**config.mk**
```make
export PLATFORM = sky130hd
export DESIGN_NAME = loop_nonoverlap_ctrl_flat
export DESIGN_NICKNAME = d
export VERILOG_FILES = /design/src/rtl/loop_nonoverlap_ctrl_if.sv /design/src/rtl/loop_nonoverlap_ctrl.sv /design/src/flat_wrapper.sv
export SDC_FILE = /design/constraint.sdc
export NUM_CORES = 1
export LEC_CHECK = 0
export CORE_AREA = 2 2 39 41
export DETAILED_ROUTE_END_ITERATION = 8
export DIE_AREA = 0 0 41 43
export PLACE_DENSITY_LB_ADDON = 0.2
export SLEW_MARGIN = 15
export SYNTH_ARGS = -nofsm -noshare
export SYNTH_HDL_FRONTEND = slang
export SYNTH_SLANG_ARGS = --single-unit
```
**constraint.sdc**
```tcl
create_clock -name CELCLK -period 4.15 [get_ports CELCLK]
set_clock_uncertainty 0.1 [all_clocks]
set_input_delay 0.83 -clock CELCLK [delete_from_list [all_inputs] [get_ports CELCLK]]
set_output_delay 0.83 -clock CELCLK [all_outputs]
set_load 0.005 [all_outputs]
```
**src/rtl/loop_nonoverlap_ctrl_if.sv**
```systemverilog
// Gate-drive handshake bundle for loop_nonoverlap_ctrl: command/feedback inputs
// and registered gate, fault and state outputs.
interface loop_nonoverlap_ctrl_if;
  logic       en_i;
  logic       pwm_i;
  logic       hs_sns_i;
  logic       ls_sns_i;
  logic       hs_o;
  logic       ls_o;
  logic       fault_o;
  logic [2:0] state_o;

  modport master (
    output en_i, pwm_i, hs_sns_i, ls_sns_i,
    input  hs_o, ls_o, fault_o, state_o
  );

  modport slave (
    input  en_i, pwm_i, hs_sns_i, ls_sns_i,
    output hs_o, ls_o, fault_o, state_o
  );
endinterface

```
**src/rtl/loop_nonoverlap_ctrl.sv**
```systemverilog
// Half-bridge non-overlap controller with enforced dead time between gate phases.
// Optional macro LOOP_SENSE_CHECK_EN adds gate-feedback checks and a sticky FAULT state.
module loop_nonoverlap_ctrl #(
  parameter int DEAD_CYC = 4,
  parameter int SNS_TMO  = 16
) (
  input  logic                    CELCLK,
  input  logic                    CELRST,
  input  logic                    CELV,
  input  logic                    CELG,
  input  logic                    SUB,
  loop_nonoverlap_ctrl_if.slave   bus
);

  typedef enum logic [2:0] {
    IDLE  = 3'd0,
    LS_ON = 3'd1,
    DT_LH = 3'd2,
    HS_ON = 3'd3,
    DT_HL = 3'd4,
    FAULT = 3'd5
  } state_t;

  localparam int         DEAD_EFF = (DEAD_CYC < 1) ? 1 : DEAD_CYC;
  localparam logic [7:0] DEAD_LIM = 8'(DEAD_EFF);
  localparam logic [7:0] TMO_LIM  = 8'(SNS_TMO);

  state_t     state_r;
  state_t     state_nxt_s;
  logic [7:0] cnt_r;
  logic [7:0] cnt_nxt_s;
  logic [7:0] cnt_inc_s;
  logic       dt_done_s;
  logic       hs_r;
  logic       ls_r;
  logic       fault_r;

  logic       lh_ok_s;
  logic       hl_ok_s;
  logic       tmo_s;
  logic       hs_flt_s;
  logic       ls_flt_s;
  logic       fault_stay_s;
  logic       unused_s;

`ifdef LOOP_SENSE_CHECK_EN
  // The opposite gate must be confirmed low before the next one is turned on.
  assign lh_ok_s      = ~bus.ls_sns_i;
  assign hl_ok_s      = ~bus.hs_sns_i;
  assign tmo_s        = (cnt_r >= TMO_LIM);
  assign hs_flt_s     = bus.hs_sns_i;
  assign ls_flt_s     = bus.ls_sns_i;
  assign fault_stay_s = 1'b1;
  assign unused_s     = &{1'b0, CELV, CELG, SUB};
`else
  assign lh_ok_s      = 1'b1;
  assign hl_ok_s      = 1'b1;
  assign tmo_s        = 1'b0;
  assign hs_flt_s     = 1'b0;
  assign ls_flt_s     = 1'b0;
  assign fault_stay_s = 1'b0;
  assign unused_s     = &{1'b0, CELV, CELG, SUB, bus.hs_sns_i, bus.ls_sns_i, TMO_LIM};
`endif

  assign cnt_inc_s = (cnt_r == 8'd255) ? 8'd255 : (cnt_r + 8'd1);
  assign dt_done_s = (cnt_r >= DEAD_LIM);

  // Next-state logic; the counter stays at zero outside dead-time phases.
  always_comb begin
    state_nxt_s = state_r;
    cnt_nxt_s   = 8'd0;
    if (!bus.en_i && (state_r != FAULT)) begin
      state_nxt_s = IDLE;
    end else begin
      case (state_r)
        IDLE: begin
          if (bus.en_i) state_nxt_s = LS_ON;
          else          state_nxt_s = IDLE;
        end
        LS_ON: begin
          if (hs_flt_s)       state_nxt_s = FAULT;
          else if (bus.pwm_i) state_nxt_s = DT_LH;
          else                state_nxt_s = LS_ON;
        end
        DT_LH: begin
          if (dt_done_s && lh_ok_s) begin
            state_nxt_s = HS_ON;
          end else if (tmo_s) begin
            state_nxt_s = FAULT;
          end else begin
            state_nxt_s = DT_LH;
            cnt_nxt_s   = cnt_inc_s;
          end
        end
        HS_ON: begin
          if (ls_flt_s)        state_nxt_s = FAULT;
          else if (!bus.pwm_i) state_nxt_s = DT_HL;
          else                 state_nxt_s = HS_ON;
        end
        DT_HL: begin
          if (dt_done_s && hl_ok_s) begin
            state_nxt_s = LS_ON;
          end else if (tmo_s) begin
            state_nxt_s = FAULT;
          end else begin
            state_nxt_s = DT_HL;
            cnt_nxt_s   = cnt_inc_s;
          end
        end
        FAULT: begin
          if (!bus.en_i || !fault_stay_s) state_nxt_s = IDLE;
          else                            state_nxt_s = FAULT;
        end
        default: begin
          state_nxt_s = IDLE;
        end
      endcase
    end
  end

  // Gate enables are registered from the next state so they track state_r exactly.
  always_ff @(posedge CELCLK or posedge CELRST) begin
    if (CELRST) begin
      state_r <= IDLE;
      cnt_r   <= 8'd0;
      hs_r    <= 1'b0;
      ls_r    <= 1'b0;
      fault_r <= 1'b0;
    end else begin
      state_r <= state_nxt_s;
      cnt_r   <= cnt_nxt_s;
      hs_r    <= (state_nxt_s == HS_ON);
      ls_r    <= (state_nxt_s == LS_ON);
      fault_r <= fault_stay_s && (state_nxt_s == FAULT);
    end
  end

  assign bus.hs_o    = hs_r;
  assign bus.ls_o    = ls_r;
  assign bus.fault_o = fault_r;
  assign bus.state_o = state_r;

endmodule

```
**src/flat_wrapper.sv**
```systemverilog
// flat-port wrapper written by rule: the top's interface ports become plain ports
module loop_nonoverlap_ctrl_flat 
#(
  parameter int DEAD_CYC = 4,
  parameter int SNS_TMO  = 16
)
  (CELCLK, CELRST, CELV, CELG, SUB, bus_en_i, bus_pwm_i, bus_hs_sns_i, bus_ls_sns_i, bus_hs_o, bus_ls_o, bus_fault_o, bus_state_o);
  loop_nonoverlap_ctrl_if bus_i ();
  input  logic CELCLK;
  input  logic CELRST;
  input  logic CELV;
  input  logic CELG;
  input  logic SUB;
  input wire logic [$bits(bus_i.en_i)-1:0] bus_en_i;
  input wire logic [$bits(bus_i.pwm_i)-1:0] bus_pwm_i;
  input wire logic [$bits(bus_i.hs_sns_i)-1:0] bus_hs_sns_i;
  input wire logic [$bits(bus_i.ls_sns_i)-1:0] bus_ls_sns_i;
  output wire logic [$bits(bus_i.hs_o)-1:0] bus_hs_o;
  output wire logic [$bits(bus_i.ls_o)-1:0] bus_ls_o;
  output wire logic [$bits(bus_i.fault_o)-1:0] bus_fault_o;
  output wire logic [$bits(bus_i.state_o)-1:0] bus_state_o;
  assign bus_i.en_i = bus_en_i;
  assign bus_i.pwm_i = bus_pwm_i;
  assign bus_i.hs_sns_i = bus_hs_sns_i;
  assign bus_i.ls_sns_i = bus_ls_sns_i;
  assign bus_hs_o = bus_i.hs_o;
  assign bus_ls_o = bus_i.ls_o;
  assign bus_fault_o = bus_i.fault_o;
  assign bus_state_o = bus_i.state_o;
  loop_nonoverlap_ctrl #(.DEAD_CYC(DEAD_CYC), .SNS_TMO(SNS_TMO)) u_core (.CELCLK(CELCLK), .CELRST(CELRST), .CELV(CELV), .CELG(CELG), .SUB(SUB), .bus(bus_i));
endmodule
```
==> results of run 1 <==
## routing by layer
metal / wire length [um] / GRT usage
met1: 471 / 0.209
met5: 0 / 0
met4: 51 / 0.160
met3: 41 / 0.0524
met2: 406 / 0.172
## cell usage in the layout, fill, tap and decap left out
| cell | netlist | final |
|---|---|---|
| dfrtp_1 | 13 | 13 |
| clkdlybuf4s50_1 | 0 | 8 |
| conb_1 | 1 | 6 |
| inv_1 | 5 | 5 |
| a211oi_1 | 4 | 4 |
| clkbuf_4 | 0 | 3 |
| nor3b_1 | 2 | 2 |
| a21oi_1 | 2 | 2 |
| ha_1 | 2 | 2 |
| and4_1 | 1 | 1 |
| nand4_1 | 1 | 1 |
| xnor2_1 | 1 | 1 |
| nor2_1 | 1 | 1 |
| nor4_4 | 1 | 1 |
| nand3b_2 | 1 | 1 |
| xor2_1 | 1 | 1 |
| nand2_1 | 1 | 1 |
| a211oi_2 | 1 | 1 |
| mux2i_1 | 1 | 1 |
| a21boi_0 | 1 | 1 |
| a311oi_1 | 1 | 1 |
| o31a_1 | 1 | 1 |
| nand3_1 | 1 | 1 |
| nor2b_1 | 1 | 1 |
| nand4b_1 | 1 | 1 |
| o21ai_0 | 1 | 1 |
| and3_1 | 1 | 1 |
| o211a_1 | 1 | 1 |
| clkinv_2 | 0 | 1 |
## cell type report
cell class | count | area, um2 | share of cell area
multi-input cells | 35 | 264 | 0.359
inverters | 5 | 18.8 | 0.0255
clock buffers | 3 | 22.5 | 0.0306
flip-flops and latches | 13 | 325 | 0.442
repair buffers | 8 | 80.1 | 0.109
well taps | 16 | 20.0 | 0.0272
clock inverters | 1 | 5.00 | 0.00680
## cell usage after synthesis, types with 2 or more instances
| library cell | instances |
|---|---|
| dfrtp_1 | 13 |
| inv_1 | 5 |
| a211oi_1 | 4 |
| a21oi_1 | 2 |
| buf_6 | 2 |
| ha_1 | 2 |
| nor3b_1 | 2 |
## final timing paths
| kind | end | cells past startpoint | slack [ns] | start |
|---|---|---|---|---|
| max | bus_state_o[2] | 1 | 1.84 | u_core.bus.state_o[2] |
| min | u_core.cnt_r[0] | 1 | 0.39 | u_core.cnt_r[0] |
| max reg2reg | u_core.bus.state_o[0] | 3 | 2.73 | u_core.cnt_r[4] |
| min reg2reg | u_core.cnt_r[0] | 1 | 0.39 | u_core.cnt_r[0] |
| max in group asynchronous | u_core.cnt_r[1] | 2 | 2.87 | CELRST |
| min in group asynchronous | u_core.bus.state_o[1] | 2 | 0.76 | CELRST |
## state kept, by name, summed over array words and instances (netlist names)
register and count:
u_core.cnt_r 8, u_core.bus.state_o 3, u_core.bus.hs_o 1, u_core.bus.ls_o 1
## logic make-up (layout without fill, tap and decap cells)
group           after synthesis  count (layout)
flops                        13              13
compound gates               12              12
buf+inv                       8              17
fa+ha+maj                     2               2
other cells                   1               6
xor+xnor                      2               2
mux                           1               1
simple gates                 12              12
## metrics by stage
step                instance area (um2)   util
global route                        736  0.532
floorplan                           638      -
CTS                                 736  0.532
detailed placement                  708  0.512
global placement                    708  0.512
finish                              736  0.532
## worst reg2reg max path, cell delays in order, from the launching register on
cell	delay, ns
dfrtp_1	0.42
nor4_4	0.38
a211oi_1	0.13
o31a_1	0.29
## where the power goes
group	internal [W]	total [W]	switching, W
logic	0.0000137	0.0000247	0.0000110
registers	0.000132	0.000138	0.00000616
clock network	0.0000358	0.0000797	0.0000439
==> results.py, run 1 <==
metrics = {
    "synth": {
        "syn-cell-area_um2": 619,
        "synth_top_area_share": 0.525,
        "synth_adder_area_share": 0.0404,
        "synth-xor-area-share": 0.0283,
        "synth_top_family_by_area": "simple AND/OR/NAND/NOR gates",
        "syn_inst": 51,
        "synth-compound-area-share": 0.149,
        "synth_warnings": 0,
        "synth-edff-count": 0,
        "synthMuxAreaShare": 0.0162,
        "synth_seq_cells": 13,
        "synthSimpleGateAreaFrac": 0.156,
        "avgSynthCellArea_um2": 12.1,
        "synth_largest_area_cell": "dfrtp_1",
        "async_flop_share": 1.00,
        "synthTopCellsByArea": "dfrtp_1 (53%), a211oi_1 (4.8%), ha_1 (4.0%), buf_6 (3.6%), nor4_4 (3.4%)",
        "synth-seq-area-share": 0.525,
        "ys.flop_type": "dfrtp_1",
        "synth.distinct_cells": 28,
    },
    "placed_design": {
        "placed_cells": 77,
        "hpwl_um": 671,
        "port_buffers": 8,
        "post-place-ws_ns": 2.02,
        "place_congestion": 0.771,
    },
    "worst_setup_path": {
        "path_class": "flop to output pin",
        "cp_num_buf_inv": 1,
        "path_max_fanout": 10,
        "arrival_ns": 1.38,
        "critical_path.max_stage_delay_ns": 0.56,
        "cp_top_family": "buffers and inverters",
        "critPathCaptureType": "output pin",
        "worstPathRequired_ns": 3.22,
        "path_cells": "clkdlybuf4s50_1",
        "cp_slowest_cell": "clkdlybuf4s50_1",
        "cp-start-kind": "flop",
    },
    "timing": {
        "finalHoldViolations": 0,
        "period_share": 0.556,
        "drv_slew": 0,
        "tns_ns": 0,
        "hold_ws_ns": 0.390,
        "fmax_mhz": 434,
        "setup_slack_ns": 1.84,
        "finalSetupViolCount": 0,
        "min_period_ns": 2.31,
        "rsz0062_at_grt": "no",
    },
    "global_routing": {
        "grt_max_degree": 14,
        "grt_pass1_wl_um": 1680,
        "grt_overflow": 0,
        "grt_util_all_layers": 0.154,
        "first_global_vias": 385,
        "grt_antenna_before_repair": 0,
    },
    "route": {
        "drt_wl_total_um": 970,
        "detail-route-antenna-nets": 0,
        "drcViolationCount": 0,
        "post_drt_via_cell_ratio": 4.90,
        "drt-pass1-iter-count": 2,
        "wl_per_cell_um": 12.0,
        "vias": 397,
        "initialDrtViolationCount": 4,
    },
    "status": {
        "outcome": "complete, no violations",
    },
    "die": {
        "die-area_um2": 1760,
        "core_area_um2": 1380,
        "pin_count": 15,
        "start_util": 0.448,
        "rows": 14,
        "die_y_um": 43,
        "fp.dieW_um": 41,
    },
    "final_layout": {
        "nets": 77,
        "drive_gt1_frac": 0.108,
        "instances_no_fill": 81,
        "fillers": 141,
        "syn_to_final_growth_pct": 18.8,
        "num_antenna_cells": 0,
    },
    "clock_network": {
        "clock-root-buffer": "clkbuf_4",
        "cts_buffer_depth": 2,
        "tritoncts": "done",
        "path_clk_slew_ns": 0.08,
        "clock_latency_ns": 0.28,
        "cts_sinks": 13,
        "cts_buffers": 3,
        "cts_resized": 0,
        "htreeDepth": 1,
        "post_cts_buffers": 0,
        "hold_buffers": 0,
    },
    "power": {
        "power.total_w": 0.000242,
        "powerDensity_nw_per_um2": 330,
        "leakage_nw": 0.319,
        "ir_drop_mv": 0.208,
    },
    "flow_run": {
        "maxCapViolCount": 0,
    },
    "hold_path": {
        "hold_path_class": "flop to flop",
    },
}
(Power assumes the default switching activity.)
==> run 2, diff against run 1 <==
--- a/config.mk
+++ b/config.mk
@@ -5,9 +5,9 @@
 export SDC_FILE = /design/constraint.sdc
 export NUM_CORES = 1
 export LEC_CHECK = 0
-export CORE_AREA = 2 2 39 41
+export CORE_MARGIN = 2
+export CORE_UTILIZATION = 46
 export DETAILED_ROUTE_END_ITERATION = 8
-export DIE_AREA = 0 0 41 43
 export PLACE_DENSITY_LB_ADDON = 0.2
 export SLEW_MARGIN = 15
 export SYNTH_ARGS = -nofsm -noshare
==> constraint.sdc (replaced) <==
create_clock -name CELCLK -period 2.4 [get_ports CELCLK]
set_clock_uncertainty 0.1 [all_clocks]
set_input_delay 0.48 -clock CELCLK [delete_from_list [all_inputs] [get_ports CELCLK]]
set_output_delay 0.48 -clock CELCLK [all_outputs]
set_load 0.005 [all_outputs]
==> run 2 against run 1 <==
Combinational power is 70% higher; sequential power is 72% higher; utilization is 4.0 points higher; critical path depth stayed put.
==> results.py, run 2 (synthesis results as in run 1) <==
metrics = {
    "status": {
        "outcome": "complete, no violations",
    },
    "timing": {
        "drv_slew": 0,
        "finalHoldViolations": 0,
        "finalSetupViolCount": 0,
        "rsz0062_at_grt": "no",
        "fmax_mhz": 514,
        "min_period_ns": 1.95,
        "period_share": 0.811,
        "tns_ns": 0,
    },
    "flow_run": {
        "maxCapViolCount": 0,
    },
    "die": {
        "fp.dieW_um": 40.7,
        "pin_count": 15,
        "die_y_um": 40.7,
        "core_area_um2": 1280,
        "rows": 13,
        "start_util": 0.482,
        "die-area_um2": 1660,
    },
    "power": {
        "leakage_nw": 0.319,
        "powerDensity_nw_per_um2": 563,
        "ir_drop_mv": 0.312,
    },
    "worst_setup_path": {
        "path_class": "flop to output pin",
        "cp_num_buf_inv": 1,
        "arrival_ns": 1.37,
        "critical_path.max_stage_delay_ns": 0.56,
        "reg2reg_depth": 3,
        "cp-start-kind": "flop",
        "path_cells": "clkdlybuf4s50_1",
        "worstPathRequired_ns": 1.82,
        "path_max_fanout": 10,
        "cp_slowest_cell": "clkdlybuf4s50_1",
        "cp_top_family": "buffers and inverters",
        "critPathCaptureType": "output pin",
        "reg2reg_slack_ns": 0.99,
        "crit_cells": 1,
    },
    "final_layout": {
        "final_common_cell": "dfrtp_1",
        "largest_reg_flops": 8,
        "syn_to_final_growth_pct": 18.6,
        "num_antenna_cells": 0,
        "nets": 77,
        "regMostFlops": "u_core.cnt_r",
        "layout_common_cells": "dfrtp_1 (13), clkdlybuf4s50_1 (8), conb_1 (6), inv_1 (5), a211oi_1 (4)",
        "final_core_util": 0.572,
        "drive_gt1_frac": 0.108,
    },
    "route": {
        "drt-pass1-iter-count": 4,
        "detail-route-antenna-nets": 0,
        "top_layer_used": "met3",
        "wl_met3_um": 40,
        "drcViolationCount": 0,
        "drt_wl_total_um": 862,
        "vias": 403,
        "initialDrtViolationCount": 3,
        "dr_wl_met2_um": 387,
        "wl_per_cell_um": 10.8,
        "post_drt_via_cell_ratio": 5.04,
        "met1_length_um": 435,
    },
    "clock_network": {
        "path_clk_slew_ns": 0.08,
        "clock-root-buffer": "clkbuf_4",
        "cts_buffer_depth": 2,
        "cts_sinks": 13,
        "htreeDepth": 1,
        "hold_buffers": 0,
        "post_cts_buffers": 0,
        "tritoncts": "done",
        "clock_latency_ns": 0.27,
        "cts_buffers": 3,
        "cts_resized": 0,
    },
    "placed_design": {
        "hpwl_um": 661,
        "place_congestion": 0.701,
        "port_buffers": 8,
    },
    "global_routing": {
        "grt_util_all_layers": 0.145,
        "grt_overflow": 0,
        "grt_antenna_before_repair": 0,
        "grt_pass1_wl_um": 1490,
        "first_global_vias": 346,
        "grt_max_degree": 14,
    },
    "hold_path": {
        "hold_path_class": "input port to async pin",
    },
}
run 2: cell counts in the layout (fill, tap and decap cells not counted):
No cell type changed its count.
run 2: metrics by stage:
step	worst slack (ns)	hold WS, ns	total power [W]	instance area [um2]	instances
detailed placement	0.647	0.403	0.000285	707	76
floorplan	1.07	0.257	0.000269	638	56
finish	0.454	0.402	0.000414	734	80
global placement	0.649	0.385	0.000285	707	76
CTS	0.444	0.412	0.000421	734	80
global route	0.396	0.445	0.000441	734	80
run 2: where the power goes:
part / total (W) / internal [W] / leakage [nW] / switching, W
registers: 0.000238 / 0.000228 / 0.165 / 0.0000105
logic: 0.0000420 / 0.0000236 / 0.135 / 0.0000183
clock network: 0.000133 / 0.0000617 / 0.0177 / 0.0000717
run 2: final timing paths:
path,from,end
worst max-delay path,u_core.bus.state_o[2],bus_state_o[2]
worst min-delay path,CELRST,u_core.bus.state_o[1]
worst max register to register,u_core.cnt_r[4],u_core.bus.state_o[0]
worst min register to register,u_core.cnt_r[0],u_core.cnt_r[0]
max in group asynchronous,CELRST,u_core.cnt_r[1]
min in group CELCLK,u_core.cnt_r[0],u_core.cnt_r[0]
run 2: cell type report:
cell class	count	area (um2)
Fill cell	125	551
Sequential cell	13	325
Multi-Input combinational cell	35	264
Timing Repair Buffer	8	80.1
Clock buffer	3	22.5
Inverter	5	18.8
Tap cell	15	18.8
Clock inverter	1	5.00
run 2: per-layer routing:
| layer | global-route usage | up-vias |
|---|---|---|
| li1 | - | 203 |
| met1 | 0.206 | 189 |
| met2 | 0.183 | 11 |
| met3 | 0.0652 | 0 |
| met4 | 0.0750 | 0 |
| met5 | 0 | - |
==> run 3, diff against run 2 <==
==> constraint.sdc (replaced) <==
create_clock -name CELCLK -period 2.05 [get_ports CELCLK]
set_clock_uncertainty 0.1 [all_clocks]
set_input_delay 0.41 -clock CELCLK [delete_from_list [all_inputs] [get_ports CELCLK]]
set_output_delay 0.41 -clock CELCLK [all_outputs]
set_load 0.005 [all_outputs]
==> results of run 3 <==
The final DEF is identical to that of run 2. Status: complete, no violations.
Among the figures that moved: setup slack after placement 0.647 ns -> 0.367 ns; setup slack after layout 0.454 ns -> 0.174 ns; hold slack 0.402 ns -> 0.332 ns; register-to-register setup slack 0.99 ns -> 0.64 ns; total power 0.000414 W -> 0.000484 W; worst IR drop on VDD 0.312 mV -> 0.365 mV
